==> src/rtl/qpu_pkg.sv <==
`default_nettype none
// +-----------------------------------------------------------------------------+
// | qpu_pkg : shared QPU instruction format, opcodes and sequencer state type    |
// | Revision: 1.0                                                                |
// +-----------------------------------------------------------------------------+
package qpu_pkg;

  localparam int INSTR_W = 16;
  localparam int FIELD_W = 4;
  localparam int OP_LSB  = 12;
  localparam int TGT_LSB = 8;
  localparam int CTL_LSB = 4;
  localparam int PRM_LSB = 0;

  localparam logic [FIELD_W-1:0] HALT_OP = 4'hF;
  localparam logic [FIELD_W-1:0] OP_NOP  = 4'h0;
  localparam logic [FIELD_W-1:0] OP_X    = 4'h1;
  localparam logic [FIELD_W-1:0] OP_H    = 4'h2;
  localparam logic [FIELD_W-1:0] OP_CNOT = 4'h3;
  localparam logic [FIELD_W-1:0] OP_Z    = 4'h4;
  localparam logic [FIELD_W-1:0] OP_MEAS = 4'h5;

  typedef enum logic [1:0] {
    IDLE  = 2'd0,
    FETCH = 2'd1,
    ISSUE = 2'd2,
    DONE  = 2'd3
  } seq_state_t;

  function automatic logic [FIELD_W-1:0] opcode_of(input logic [INSTR_W-1:0] word);
    return word[OP_LSB +: FIELD_W];
  endfunction

endpackage
`default_nettype wire

==> src/rtl/qpu_instr_sequencer_if.sv <==
`default_nettype none
// +-----------------------------------------------------------------------------+
// | qpu_instr_sequencer_if : valid/ready instruction channel to the gate core    |
// | Revision: 1.0                                                                |
// +-----------------------------------------------------------------------------+
interface qpu_instr_sequencer_if;
  import qpu_pkg::*;

  logic               instr_valid;
  logic [INSTR_W-1:0] instr_data;
  logic               instr_ready;

  modport master (output instr_valid, output instr_data, input  instr_ready);
  modport slave  (input  instr_valid, input  instr_data, output instr_ready);

endinterface
`default_nettype wire

==> src/rtl/qpu_prog_mem.sv <==
`default_nettype none
// +-----------------------------------------------------------------------------+
// | qpu_prog_mem : DEPTH x DATA_W program store, one write port, one sync read   |
// | Revision: 1.0                                                                |
// +-----------------------------------------------------------------------------+
module qpu_prog_mem #(
  parameter int DEPTH  = 16,
  parameter int ADDR_W = 4,
  parameter int DATA_W = 16
) (
  input  wire logic              clk,
  input  wire logic              i_wr_en,
  input  wire logic [ADDR_W-1:0] i_wr_addr,
  input  wire logic [DATA_W-1:0] i_wr_data,
  input  wire logic [ADDR_W-1:0] i_rd_addr,
  output logic      [DATA_W-1:0] o_rd_data
);

  logic [DATA_W-1:0] r_mem [DEPTH];
  logic [DATA_W-1:0] r_rd_data;

  // Contents are deliberately left unreset so the array maps onto block RAM.
  always_ff @(posedge clk) begin
    if (i_wr_en) begin
      r_mem[i_wr_addr] <= i_wr_data;
    end
    r_rd_data <= r_mem[i_rd_addr];
  end

  assign o_rd_data = r_rd_data;

endmodule
`default_nettype wire

==> src/rtl/qpu_instr_sequencer.sv <==
`default_nettype none
// +-----------------------------------------------------------------------------+
// | qpu_instr_sequencer : fetches the loaded program and issues it to the core   |
// | Revision: 1.0                                                                |
// +-----------------------------------------------------------------------------+
module qpu_instr_sequencer
  import qpu_pkg::*;
#(
  parameter int DEPTH  = 16,
  parameter int ADDR_W = 4
) (
  input  wire logic                clk,
  input  wire logic                reset,
  input  wire logic                wr_en,
  input  wire logic [ADDR_W-1:0]   wr_addr,
  input  wire logic [INSTR_W-1:0]  wr_data,
  input  wire logic [ADDR_W:0]     prog_len,
  input  wire logic                start,
  qpu_instr_sequencer_if.master    core_if,
  output logic      [ADDR_W-1:0]   pc,
  output logic      [ADDR_W:0]     issued_cnt,
  output logic                     busy,
  output logic                     done,
  output logic                     error
);

  localparam int                LEN_W     = ADDR_W + 1;
  localparam logic [LEN_W-1:0]  c_len_one = LEN_W'(1);
  localparam logic [LEN_W-1:0]  c_depth   = LEN_W'(DEPTH);

  seq_state_t          r_state, w_state_nxt;
  logic [ADDR_W-1:0]   r_pc, w_pc_nxt;
  logic [LEN_W-1:0]    r_len, w_len_nxt;
  logic [LEN_W-1:0]    r_cnt, w_cnt_nxt;
  logic                r_valid, w_valid_nxt;
  logic [INSTR_W-1:0]  r_data, w_data_nxt;
  logic                r_err, w_err_nxt;
  logic                r_done, w_done_nxt;
  logic                w_mem_we;
  logic                w_len_ok;
  logic                w_last;
  logic [INSTR_W-1:0]  w_rd_data;

  qpu_prog_mem #(
    .DEPTH  (DEPTH),
    .ADDR_W (ADDR_W),
    .DATA_W (INSTR_W)
  ) u_prog_mem (
    .clk       (clk),
    .i_wr_en   (w_mem_we),
    .i_wr_addr (wr_addr),
    .i_wr_data (wr_data),
    .i_rd_addr (r_pc),
    .o_rd_data (w_rd_data)
  );

  assign w_mem_we = wr_en && (r_state == IDLE);
  assign w_len_ok = (prog_len != '0) && (prog_len <= c_depth);
  assign w_last   = (({1'b0, r_pc} + c_len_one) == r_len);

  always_ff @(posedge clk or negedge reset) begin
    if (!reset) begin
      r_state <= IDLE;
      r_pc    <= '0;
      r_len   <= '0;
      r_cnt   <= '0;
      r_valid <= 1'b0;
      r_data  <= '0;
      r_err   <= 1'b0;
      r_done  <= 1'b0;
    end else begin
      r_state <= w_state_nxt;
      r_pc    <= w_pc_nxt;
      r_len   <= w_len_nxt;
      r_cnt   <= w_cnt_nxt;
      r_valid <= w_valid_nxt;
      r_data  <= w_data_nxt;
      r_err   <= w_err_nxt;
      r_done  <= w_done_nxt;
    end
  end

  always_comb begin
    w_state_nxt = r_state;
    w_pc_nxt    = r_pc;
    w_len_nxt   = r_len;
    w_cnt_nxt   = r_cnt;
    w_valid_nxt = r_valid;
    w_data_nxt  = r_data;
    w_err_nxt   = r_err;
    w_done_nxt  = 1'b0;
    unique case (r_state)
      IDLE: begin
        if (start) begin
          if (w_len_ok) begin
            w_state_nxt = FETCH;
            w_pc_nxt    = '0;
            w_len_nxt   = prog_len;
            w_cnt_nxt   = '0;
            w_err_nxt   = 1'b0;
          end else begin
            w_err_nxt  = 1'b1;
            w_done_nxt = 1'b1;
          end
        end
      end
      FETCH: begin
        w_state_nxt = ISSUE;
      end
      ISSUE: begin
        // First ISSUE cycle inspects the fetched word; later cycles wait for ready.
        if (!r_valid) begin
          if (opcode_of(w_rd_data) == HALT_OP) begin
            w_state_nxt = DONE;
            w_done_nxt  = 1'b1;
          end else begin
            w_valid_nxt = 1'b1;
            w_data_nxt  = w_rd_data;
          end
        end else if (core_if.instr_ready) begin
          w_valid_nxt = 1'b0;
          w_cnt_nxt   = r_cnt + c_len_one;
          if (w_last) begin
            w_state_nxt = DONE;
            w_done_nxt  = 1'b1;
          end else begin
            w_pc_nxt    = r_pc + ADDR_W'(1);
            w_state_nxt = FETCH;
          end
        end
      end
      DONE: begin
        w_state_nxt = IDLE;
      end
      default: begin
        w_state_nxt = IDLE;
      end
    endcase
  end

  assign core_if.instr_valid = r_valid;
  assign core_if.instr_data  = r_data;
  assign pc                  = r_pc;
  assign issued_cnt          = r_cnt;
  assign busy                = (r_state != IDLE);
  assign done                = r_done;
  assign error               = r_err;

endmodule
`default_nettype wire

==> src/flat_wrapper.sv <==
// flat-port wrapper written by rule: the top's interface ports become plain ports
module qpu_instr_sequencer_flat import qpu_pkg::*;
#(
  parameter int DEPTH  = 16,
  parameter int ADDR_W = 4
)
  (clk, reset, wr_en, wr_addr, wr_data, prog_len, start, pc, issued_cnt, busy, done, error, core_if_instr_valid, core_if_instr_data, core_if_instr_ready);
  qpu_instr_sequencer_if core_if_i ();
  input  wire logic clk;
  input  wire logic reset;
  input  wire logic wr_en;
  input  wire logic [ADDR_W-1:0] wr_addr;
  input  wire logic [INSTR_W-1:0] wr_data;
  input  wire logic [ADDR_W:0] prog_len;
  input  wire logic start;
  output logic      [ADDR_W-1:0] pc;
  output logic      [ADDR_W:0] issued_cnt;
  output logic busy;
  output logic done;
  output logic error;
  output wire logic [$bits(core_if_i.instr_valid)-1:0] core_if_instr_valid;
  output wire logic [$bits(core_if_i.instr_data)-1:0] core_if_instr_data;
  input wire logic [$bits(core_if_i.instr_ready)-1:0] core_if_instr_ready;
  assign core_if_instr_valid = core_if_i.instr_valid;
  assign core_if_instr_data = core_if_i.instr_data;
  assign core_if_i.instr_ready = core_if_instr_ready;
  qpu_instr_sequencer #(.DEPTH(DEPTH), .ADDR_W(ADDR_W)) u_core (.clk(clk), .reset(reset), .wr_en(wr_en), .wr_addr(wr_addr), .wr_data(wr_data), .prog_len(prog_len), .start(start), .core_if(core_if_i), .pc(pc), .issued_cnt(issued_cnt), .busy(busy), .done(done), .error(error));
endmodule
==> config.mk <==
export PLATFORM = sky130hd
export DESIGN_NAME = qpu_instr_sequencer_flat
export DESIGN_NICKNAME = d
export VERILOG_FILES = /design/src/rtl/qpu_pkg.sv /design/src/rtl/qpu_instr_sequencer_if.sv /design/src/rtl/qpu_prog_mem.sv /design/src/rtl/qpu_instr_sequencer.sv /design/src/flat_wrapper.sv
export SDC_FILE = /design/constraint.sdc
export NUM_CORES = 1
export LEC_CHECK = 0
export ABC_AREA = 1
export CORE_UTILIZATION = 47
export CTS_BUF_LIST = sky130_fd_sc_hd__clkbuf_16
export CTS_CLUSTER_SIZE = 12
export DETAILED_ROUTE_END_ITERATION = 8
export GPL_TIMING_DRIVEN = 0
export PLACE_DENSITY = 0.77
export SLEW_MARGIN = 25
export SYNTH_ARGS = -nofsm -noshare
export SYNTH_HDL_FRONTEND = slang
export SYNTH_HIERARCHICAL = 1
export SYNTH_SLANG_ARGS = --single-unit
export TNS_END_PERCENT = 1
==> constraint.sdc <==
create_clock -name clk -period 1.9 [get_ports clk]
set_input_delay 0.285 -clock clk [delete_from_list [all_inputs] [get_ports clk]]
set_output_delay 0.285 -clock clk [all_outputs]
set_load 0.005 [all_outputs]
== After elaboration in Yosys (flattened, before gate mapping) ==
Memories as Yosys holds them, arrays and structs flattened. A register that Yosys moved wholly into a read port is not among the register bits.
Cells that the tools add are included.
Storage, ports and cells
  register bits: 35
  output and inout bits: 29
  memories: 1
  input port bits: 30
  bits in writable memories: 256
  word-level logic and storage cells: 69
Memories
  u_core.u_prog_mem.r_mem: words 16, bits a word 16, rd ports 1, clocked after Yosys merged registers in 1, write ports 1, RTL line qpu_prog_mem.sv:19  | logic [DATA_W-1:0] r_mem [DEPTH];
Operators by class
  multiplexer cells: 30
  $lt $le $gt $ge: 1
  add/sub/neg operators: 3
  eq/ne operators: 12
  bitwise operators: 2
  reductions and logical operators: 12
Operators by type and width (count)
  4-bit two-way mux: 5
  5-bit two-way mux: 4
  2-bit two-way mux: 6
  1-bit two-way mux: 11
  5-bit one-hot mux with 2 select lines: 1
  2-bit one-hot mux with 4 select lines: 1
  4-bit one-hot mux with 2 select lines: 1
  2-bit inequality test (second input constant): 3
  3-bit AND reduction: 2
  6-bit AND reduction: 1
  4-bit by 1-bit adder with 5-bit output (second input constant): 1
  5-bit by 1-bit adder with 5-bit output (second input constant): 1
  5-bit equality test: 1
  5-bit less-or-equal comparator (second input constant): 1
  5-bit AND reduction: 1
  5-bit nonzero test: 1
  4-bit by 1-bit adder with 4-bit output (second input constant): 1
  2-bit equality test (second input constant): 2
  4-bit equality test (second input constant): 1
  2-bit by 1-bit inequality test with 1-bit output (second input constant): 2
  4-bit AND reduction: 1
  2-bit nonzero test: 2
  3-bit by 1-bit inequality test with 1-bit output (second input constant): 1
  3-bit inequality test (second input constant): 1
  other kinds (6): 8

== Logic depth before layout (Yosys ltp) ==
Gate-level depths: netlist of run 1.
  depth after elaboration: 6
  mapped depth: 11
  gate-level depth less buffers: 11

== Cells and area by module ==
Netlist of run 1, hierarchy kept.
Modules (own cells, without submodules)
  qpu_prog_mem: cells each 1074, sequential area each 8007.7 µm², area an instance 11380.9 µm², instances 1
  qpu_instr_sequencer: cells each 176, sequential area each 875.8 µm², area an instance 1679.1 µm², instances 1

== Worst setup path after synthesis of run 1 ==
Ideal clock, no wire load.
  path kind: register -> register
  start: register u_core.r_state[0]
  end: memory u_core.u_prog_mem.r_mem[12][0], enable pin
  data arrival time: 1.636 ns
  path buffers: 0
  path slack: -0.125 ns
  setup time: 0.388 ns
  cell stages (with the launch flop): 6
  data required time: 1.512 ns
  period minus slack after synthesis: 2.025 ns
  cells stage by stage: dfrtp_1 -> nor2_1 -> inv_1 -> nor2_1 -> nand3_1 -> nor2_1
Between the ends
  word-level cells in the longest chain between the ends: 4
RTL lines
  from (decl): RTL line qpu_instr_sequencer.sv:31  | seq_state_t r_state, w_state_nxt;
  from (signal assigned): RTL line qpu_instr_sequencer.sv:72  | r_state <= w_state_nxt;
  2-bit zero test: RTL line qpu_instr_sequencer.sv:57  | assign w_mem_we = wr_en && (r_state == IDLE);
  1-bit logical AND: RTL line qpu_instr_sequencer.sv:57
  via u_core.w_mem_we: RTL line qpu_instr_sequencer.sv:39  | logic w_mem_we;
  1-bit two-way mux: RTL line qpu_prog_mem.sv:24  | if (i_wr_en) begin
  1-bit two-way mux (not written as such): RTL line qpu_prog_mem.sv:25  | r_mem[i_wr_addr] <= i_wr_data;
  to (decl): RTL line qpu_prog_mem.sv:19
The timed path passes the listed nets, and every way through them passes these cells.

== Worst setup path after layout of run 1 ==
  start: register u_core.r_state[1]
  end: memory u_core.u_prog_mem.r_mem[12][3], enable pin
The elaborated chain is that of the path after synthesis.

==> results of run 1 <==
-- area by class of cell --
| class | count | area, sq um | share of cell area, % |
|---|---|---|---|
| repair buffers | 97 | 1021 | 6.577 |
| multi-input cells | 667 | 3149 | 20.29 |
| clock buffers | 30 | 750.7 | 4.836 |
| inverters | 223 | 837.1 | 5.392 |
| flip-flops and latches | 307 | 8889 | 57.26 |
| plain buffers | 53 | 336.6 | 2.168 |
| well taps | 372 | 465.4 | 2.998 |
| clock inverters | 16 | 75.07 | 0.4836 |
-- power breakdown --
| part | internal, W | total (W) | switching [W] |
|---|---|---|---|
| clock network | 0.00281 | 0.00514 | 0.00233 |
| registers | 0.00796 | 0.00837 | 0.000408 |
| logic | 0.00251 | 0.00680 | 0.00429 |
| total | 0.0133 | 0.0203 | 0.00703 |
-- metal layers --
layer	GRT usage (%)	wire length (um)	vias up
li1	-	-	4282
met1	30.70	12490	4372
met2	38.99	15670	664
met3	4.770	4128	103
met4	10.20	1380	2
met5	0	8	-
-- stage by stage --
| stage | area, sq um | cells | utilization, % | hold WS, ns | worst slack [ns] |
|---|---|---|---|---|---|
| 2_1_floorplan | 13060 | 1250 | - | -0.01059 | -0.1246 |
| 3_3_place_gp | 14110 | 1680 | 52.05 | 0.4446 | -1.318 |
| 3_5_place_dp | 14360 | 1695 | 52.99 | 0.1658 | -0.8599 |
| 4_1_cts | 15420 | 1757 | 56.91 | 0.1230 | 0.009950 |
| 5_1_grt | 15520 | 1765 | 57.28 | 0.1723 | -0.1117 |
| 6_report | 15520 | 1765 | 57.28 | 0.1323 | -0.05473 |
-- cell families after synthesis --
group	Yosys count	share of synthesized area, %
buf+inv	276	8.938
mux	16	1.667
compound gates	11	0.4215
flops	307	68.02
fa+ha+maj	2	0.1916
simple gates	638	20.76
-- worst max path at each step --
stage                                                     to  slack (ns)  cells past startpoint
finish              u_core/u_prog_mem/r_mem[12][3]$_DFFE_PP_       -0.05                      6
floorplan           u_core/u_prog_mem/r_mem[12][0]$_DFFE_PP_       -0.12                      5
detailed placement   u_core/u_prog_mem/r_mem[9][7]$_DFFE_PP_       -0.86                      5
global route        u_core/u_prog_mem/r_mem[10][7]$_DFFE_PP_       -0.11                      7
CTS                 u_core/u_prog_mem/r_mem[13][3]$_DFFE_PP_        0.01                      6
global placement    u_core/u_prog_mem/r_mem[13][3]$_DFFE_PP_       -1.32                      5
-- critical path: stages (launching register included) --
cell	delay (ns)
dfrtp_1	0.40
nor2_2	0.14
inv_2	0.06
nor2_4	0.26
nand3_2	0.30
nor2_4	0.27
buf_6	0.21
-- sequential cells by signal, indices dropped and copies added (netlist names) --
| register | cells |
|---|---|
| u_core/done | 1 |
| u_core/r_len | 5 |
| u_core/issued_cnt | 5 |
| u_core/pc | 4 |
| u_core/u_prog_mem/o_rd_data | 16 |
| u_core/core_if.instr_valid | 1 |
| u_core/core_if.instr_data | 16 |
| u_core/error | 1 |
| u_core/r_state | 2 |
| u_core/u_prog_mem/r_mem | 256 |
-- what timing repair did --
item,4_1_cts,5_1_grt
buffers inserted,15,8
hold buffers,1,0
setup endpoints to repair,273,215
hold endpoints to repair,35,0
gates resized for setup,30,12
pin swaps,9,6
-- layout by cell type (no fill, tap or decap), drive strengths merged --
cell           instances
nand4                  7
nand3b                 3
dlygate4sd3            1
clkdlybuf4s50         55
a21oi                  2
inv                  233
dfxtp                 16
clkinv                 6
clkbuf                40
dfrtp                 35
o21ai                  9
nand2                389
dlygate4sd2            2
edfxtp               256
and3                   1
nor2                  28
nor3                   2
buf                   82
nand3                208
ha                     2
mux2                  16
==> flow_summary.ini, run 1 <==
[critical_path]
reg2reg_slack_ns = -0.05
cp-end-kind = register
r2r-start = u_core/r_state[1]$_DFFE_PN0P_
critPathKind = register to register
reg2regPathDepth = 6
worstReg2RegEnd = u_core/u_prog_mem/r_mem[12][3]$_DFFE_PP_
crit_start = u_core/r_state[1]$_DFFE_PN0P_
cp.arrival_ns = 2.21
crit_required_ns = 2.16
cp-start-kind = register
path_max_fanout = 12

[place]
portBuffers = 58
gp_congestion = 0.8799
dp_hpwl_mm = 22.10

[synthesis]
yosysUniqueCellTypes = 26
yosysTopAreaCell = edfxtp_1
ys_seq_elements = 307
synth_area_leaders = edfxtp_1 59%, nand2_1 11%, nand3_1 8.0%
synth_area_sq_um = 13060
synth_most_common_cell = nand2_1
syn_area_per_cell_sq_um = 10.45
synth_nets = 1282
synthArstFlopShare_pct = 11.40
synthCells = 1250
ys_seq_area_share_pct = 68.02
synth.top_cell.area_share_pct = 58.86
synthFlopType = edfxtp_1
synth_warnings = 6
yosys-top-cells-count = 388 x nand2_1, 256 x edfxtp_1, 218 x inv_1
synth_edf_count = 256

[timing]
min_period_ns = 1.955
slew_headroom_pct = 37.25
rsz0062_at_grt = yes
setup_viol = 130
timing.final.crit_share_pct = 102.9
worst_pin_slew_ns = 0.9383
final_hold_viol_count = 0
fmax_ghz = 0.5116
slew_viol_final = 0
setup_tns_ns = -3.267
fin_worst_skew_ns = 0.01914
setup_slack_ns = -0.05473

[clocking]
cts_max_path_buffers = 3
clk_pin_slew_ns = 0.07
root_buffer = clkbuf_16
cts_buffers = 30
clkSinkCount = 307
htree_levels = 1
clock_latency_ns = 0.56
cts_tree = yes

[die]
rows = 60
num_io_pins = 59
initial_utilization_pct = 48.19
die_h_um = 168.7
dieWidth_um = 168.7
fp.coreArea_sq_um = 27100
fp.dieArea_sq_um = 28460

[power]
p_total_w = 0.02031
power_density_nw_per_um2 = 1308
p_leak_nw = 6.723
irDropWorstVdd_v = 0.0009259

[outcome]
status = complete, but fails checks
violations = setup timing

[route]
drt_iter0_drc = 1276
dr.pass1.iters = 5
wl_per_cell_um = 19.07
wirelength_mm = 33.67
vias_per_cell = 5.339
via_count = 9423
drtAntennaViolNets = 0
drcViolationCount = 0

[grt]
grt_max_degree = 27
grt_pass1_wl_mm = 50.49
grt_overflow = 0
antenna_found_initial = 1
track_usage_pct = 23.73
grt_pass1_vias = 9170

[run]
cap_viol_max_count = 0

[finish]
diodes = 0
layout-drive-gt1-share_pct = 12.13
area_growth_pct = 18.86
n_fill_cell = 2125
nets = 1411

[hold_path]
hp-class = input pin to async pin
(Power assumes the default switching activity.)
==> inputs of run 2 (changes only) <==
- HOLD_SLACK_MARGIN: not set -> 0.03
- clock period: 1.9 -> 1.7 ns (I/O delays scaled with it)
==> run 2 against run 1 <==
Effect of this change: the run still ends with setup timing left; clock power is 33% higher; worst setup slack got worse by 0.029 ns; power up 18%; sequential cell count stayed put; clock skew grew 0.0094 ns; first-iteration DRC count increased by 1.0%; critical path depth rose by 2; largest cell class unchanged.
==> flow_summary.ini, run 2 (synthesis results as in run 1) <==
[clocking]
clkSinkCount = 307
htree_levels = 2
root_buffer = clkbuf_16
cts_max_path_buffers = 3
cts_buffers = 34
clk_pin_slew_ns = 0.06
clock_latency_ns = 0.52
cts_tree = yes

[place]
pre_cts_slack_ns = -1.090
gp_congestion = 0.8811
portBuffers = 58
dp_hpwl_mm = 21.16

[timing]
final_hold_viol_count = 0
fmax_ghz = 0.5606
slew_viol_final = 0
min_period_ns = 1.784
rsz0062_at_grt = yes
timing.final.crit_share_pct = 104.9
worst_pin_slew_ns = 0.8444
setup_viol = 173
slew_headroom_pct = 43.53
fin_worst_skew_ns = 0.02858
setup_slack_ns = -0.08373

[power]
swShare_pct = 34.11
clkPwrFrac_pct = 28.5
seq_power_share_pct = 39.1
p_int_w = 0.01578
irDropWorstVdd_v = 0.0009690
switchingPower_w = 0.008167
p_comb_share_pct = 32.4
power_density_nw_per_um2 = 1511
p_leak_nw = 6.885

[grt]
grt_overflow = 0
grt_pass1_wl_mm = 51.26
grt_max_degree = 22
track_usage_pct = 24.27
antenna_found_initial = 0
grt_pass1_vias = 9205

[finish]
final-seq-area_sq_um = 8890
nets = 1407
largest_reg_flops = 256
final_common_cell = nand2_1
area_growth_pct = 21.36
diodes = 0
final_cell_mix = 385 x nand2_1, 256 x edfxtp_1, 226 x inv_1, 206 x nand3_1, 47 x clkdlybuf4s50_1
multi_input_area_sq_um = 3179
n_fill_cell = 2123
layout-drive-gt1-share_pct = 12.81
regMostFlops = u_core/u_prog_mem/r_mem
final_core_util_pct = 58.49

[critical_path]
cpPeakStageDelay_ns = 0.38
worstReg2RegEnd = u_core/u_prog_mem/r_mem[6][1]$_DFFE_PP_
critPathKind = register to register
cpMaxStageDelayCell = dfrtp_1
crit_required_ns = 1.91
cp-end-kind = register
crit_cells = 8
path_cells = nor2_2 -> inv_2 -> nor2_4 -> buf_12 -> nand3b_1 -> buf_6 -> nor2_4 -> buf_12
crit_family = buffers and inverters
reg2reg_slack_ns = -0.08
cp-start-kind = register
cp.arrival_ns = 2.00
crit_buf_inv = 4
path_max_fanout = 10
r2r-start = u_core/r_state[0]$_DFFE_PN0P_
reg2regPathDepth = 8

[die]
rows = 60
num_io_pins = 59
die_h_um = 168.7
fp.coreArea_sq_um = 27100
initial_utilization_pct = 48.19
dieWidth_um = 168.7
fp.dieArea_sq_um = 28460

[route]
drcViolationCount = 0
via_count = 9492
drtAntennaViolNets = 0
wirelength_mm = 34.12
wl_per_cell_um = 19.29
vias_per_cell = 5.366
drt_iter0_drc = 1289
dr.pass1.iters = 6

[outcome]
violations = setup timing
status = complete, but fails checks

[hold_path]
hp-class = input pin to async pin

[run]
cap_viol_max_count = 0
==> run 2: changes by cell type in the layout (fill, tap and decap cells not counted), sizes merged <==
cell,previous run,this run
dlygate4sd2,2,7
dlymetal6s2s,0,3
inv,233,231
clkdlybuf4s50,55,47
clkinv,6,12
bufinv,0,1
clkbuf,40,51
clkinvlp,0,1
buf,82,69
==> run 2: stage by stage <==
stage / TNS, ns / instances / power [W] / instance area (sq um) / hold slack, ns
floorplan: -31.42 / 1250 / 0.01371 / 13100 / -0.04059
global placement: -266.75 / 1680 / 0.01647 / 14150 / 0.4456
detailed placement: -265.53 / 1681 / 0.01668 / 14170 / 0.1966
CTS: -0.01940 / 1768 / 0.02367 / 15760 / 0.2147
global route: -15.93 / 1769 / 0.02487 / 15850 / 0.2357
finish: -7.510 / 1769 / 0.02394 / 15850 / 0.2120
==> run 2: how the worst max path moves through the flow <==
stage	slack, ns	start	to
global route	-0.13	u_core/r_state[0]$_DFFE_PN0P_	u_core/u_prog_mem/r_mem[6][1]$_DFFE_PP_
floorplan	-0.14	u_core/r_state[0]$_DFFE_PN0P_	u_core/u_prog_mem/r_mem[12][0]$_DFFE_PP_
detailed placement	-1.09	wr_en	u_core/u_prog_mem/r_mem[13][3]$_DFFE_PP_
CTS	-0.02	u_core/pc[1]$_DFFE_PN0P_	u_core/u_prog_mem/o_rd_data[8]$_DFF_P_
global placement	-1.05	wr_en	u_core/u_prog_mem/r_mem[15][2]$_DFFE_PP_
finish	-0.08	u_core/r_state[0]$_DFFE_PN0P_	u_core/u_prog_mem/r_mem[6][1]$_DFFE_PP_
==> run 2: final cells by class <==
cell class                      instances  share of cell area, %
Buffer                                 53                  2.400
Clock buffer                           36                  5.684
Clock inverter                         22                 0.8841
Inverter                              223                  5.281
Multi-Input combinational cell        667                  20.06
Sequential cell                       307                  56.09
Tap cell                              372                  2.937
Timing Repair Buffer                   89                  6.670
==> run 2: power by group through the flow <==
stage,Clock [W],Sequential (W),Combinational [W]
after global routing,0.00719,0.00943,0.00825
after global placement,0,0.00947,0.00699
after detailed placement,0,0.00950,0.00718
final,0.00683,0.00936,0.00775
after CTS,0.00691,0.00935,0.00741
after floorplan,0,0.00938,0.00433
==> run 2: layer usage <==
metal | global-route usage, % | part of all wire, % | vias to the layer above | wire (um)
li1 | - | - | 4291 | -
met1 | 31.74 | 39 | 4494 | 13220
met2 | 39.65 | 47 | 608 | 16120
met3 | 4.466 | 10 | 99 | 3478
met4 | 10.75 | 3.8 | 0 | 1294
met5 | 0 | 0 | - | 0
==> run 2: what timing repair did <==
action	in CTS	in global routing
gates resized for setup	50	25
setup endpoints to repair	284	274
endpoints found under the hold margin	35	0
pin swaps	19	11
hold buffers	1	0
setup buffers	28	1
==> inputs of run 3 (changes only) <==
- ABC_CLOCK_PERIOD_IN_PS: not set -> 1700
- CORE_MARGIN: not set -> 1.5
- CORE_UTILIZATION: 47 -> 54
- PLACE_DENSITY: 0.77 -> 0.85
==> run 3 against run 2 <==
Effect of this change: the flow still finishes with violations (setup timing); final area grew 0.39%; routed wire length grew 5.2%; cell count shrank 2.8%; global-route usage grew 4.6 points; power grew 0.18%; first-iteration DRC count grew 20%; sequential power is essentially flat; die area shrank 12%; highest routed layer unchanged.
==> flow_summary.ini, run 3 (synthesis results as in run 1) <==
[finish]
nets = 1414
final_cell_mix = 380 x nand2_1, 256 x edfxtp_1, 225 x inv_1, 202 x nand3_1
area_growth_pct = 21.83
regMostFlops = u_core/u_prog_mem/r_mem
layout-drive-gt1-share_pct = 14.30
final_core_util_pct = 67.39
stdcell_area_sq_um = 15910
largest_reg_flops = 256
final_cells = 1719
final_common_cell = nand2_1

[critical_path]
crit_required_ns = 1.99
critPathKind = register to register
cpPeakStageDelay_ns = 0.40
cp-end-kind = register
path_max_fanout = 8
worstReg2RegEnd = u_core/u_prog_mem/r_mem[10][10]$_DFFE_PP_
reg2reg_slack_ns = -0.21
cp.arrival_ns = 2.20
cpMaxStageDelayCell = dfrtp_1
r2r-start = u_core/r_state[1]$_DFFE_PN0P_
path_cells = nor2_2 -> inv_2 -> buf_6 -> nor2_4 -> buf_12 -> nand3b_1 -> buf_6 -> nor2_4 -> clkbuf_16
crit_start = u_core/r_state[1]$_DFFE_PN0P_
cp-start-kind = register
reg2regPathDepth = 9

[outcome]
violations = setup timing
status = complete, but fails checks

[timing]
slew_viol_final = 0
setup_viol = 273
slew_headroom_pct = 47.64
fin_worst_skew_ns = 0.02549
min_period_ns = 1.914
setup_slack_ns = -0.2137
rsz0062_at_grt = yes
fmax_ghz = 0.5226
final_hold_viol_count = 0
timing.final.crit_share_pct = 112.6
setup_tns_ns = -31.27
fin_hold_ws_ns = 0.06321
worst_pin_slew_ns = 0.7830

[route]
drt_iter0_drc = 1541
vias_per_cell = 5.696
drcViolationCount = 0
wl_per_cell_um = 20.87
dr.pass1.iters = 9
wirelength_mm = 35.87
via_count = 9791
drtAntennaViolNets = 0

[power]
power_density_nw_per_um2 = 1507
swShare_pct = 35.10
switchingPower_w = 0.008418
seq_power_share_pct = 38.9
p_leak_nw = 7.021
clkPwrFrac_pct = 25.7
irDropWorstVdd_v = 0.001115
p_int_w = 0.01557
p_comb_share_pct = 35.5

[clocking]
cts_buffers = 31
clkSinkCount = 307
clock_latency_ns = 0.58
htree_levels = 1
cts_max_path_buffers = 3
root_buffer = clkbuf_16
cts_tree = yes
clk_pin_slew_ns = 0.06

[hold_path]
hp-class = input pin to async pin

[die]
rows = 56
fp.coreArea_sq_um = 23610
dieWidth_um = 158.5
num_io_pins = 59
die_h_um = 158.5
initial_utilization_pct = 55.31
fp.dieArea_sq_um = 25130

[place]
gp_congestion = 0.9020
dp.cells = 1628
portBuffers = 58
post_dp_cell_area_sq_um = 14100
dp_hpwl_mm = 21.06

[grt]
grt_max_degree = 31
grt_pass1_wl_mm = 53.01
antenna_found_initial = 2
track_usage_pct = 28.88
grt_overflow = 0
grt_pass1_vias = 9666

[run]
cap_viol_max_count = 0
-- run 3: cell types whose count changed in the layout (fill, tap and decap cells not counted), sizes merged --
cell           before  now
clkdlybuf4s50      47   34
diode               0    1
clkinv             12    5
dlygate4sd2         7    9
dlymetal6s2s        3   13
buf                69   79
clkbuf             51   47
inv               231  235
-- run 3: layer usage --
metal	routed length, um	GRT usage, %	part of all wire, %	vias up
met2	17360	48.55	48	774
met1	12150	35.38	34	4563
met5	0	0	0	-
met3	4594	6.750	13	150
met4	1765	13.71	4.9	0
li1	-	-	-	4304
-- run 3: worst max path at each step --
stage	to	slack (ns)	cells past startpoint
5_1_grt	u_core/u_prog_mem/r_mem[10][10]$_DFFE_PP_	-0.24	9
3_3_place_gp	u_core/u_prog_mem/r_mem[1][4]$_DFFE_PP_	-1.10	5
6_report	u_core/u_prog_mem/r_mem[10][10]$_DFFE_PP_	-0.21	9
2_1_floorplan	u_core/u_prog_mem/r_mem[12][0]$_DFFE_PP_	-0.14	5
4_1_cts	u_core/u_prog_mem/r_mem[6][1]$_DFFE_PP_	-0.10	9
3_5_place_dp	u_core/u_prog_mem/r_mem[2][15]$_DFFE_PP_	-1.19	5
-- run 3: power groups by stage --
stage               sequential, W  clock, W  combinational (W)
CTS                       0.00930   0.00617            0.00781
finish                    0.00933   0.00615            0.00850
global route              0.00939   0.00646            0.00897
floorplan                 0.00938         0            0.00433
detailed placement        0.00949         0            0.00722
global placement          0.00944         0            0.00696
-- run 3: area by class of cell --
class | count | area [sq um]
Timing Repair Buffer | 99 | 1209
Tap cell | 319 | 399.1
Fill cell | 1567 | 7701
Clock buffer | 31 | 775.7
Inverter | 223 | 843.3
Multi-Input combinational cell | 667 | 3251
Clock inverter | 19 | 121.4
Sequential cell | 307 | 8890
Buffer | 53 | 420.4
Antenna cell | 1 | 2.502
-- run 3: through the flow --
stage | power [W] | worst slack, ns
floorplan | 0.01371 | -0.1390
global placement | 0.01640 | -1.097
detailed placement | 0.01671 | -1.186
CTS | 0.02328 | -0.1007
global route | 0.02483 | -0.2371
finish | 0.02398 | -0.2137
-- run 3: timing repair --
action | 4_1_cts | 5_1_grt
gates resized for setup | 59 | 77
hold endpoints to repair | 35 | 0
gates cloned | 1 | 1
setup buffers | 34 | 3
hold buffers | 1 | 0
pin swaps | 20 | 19
endpoints found under the setup margin | 289 | 302
-- run 3: worst max-delay path, delay by kind of cell, from the launching register on --
kind	cells	cell delay, ns
flops	1	0.40
buf+inv	5	0.68
simple gates	4	0.55
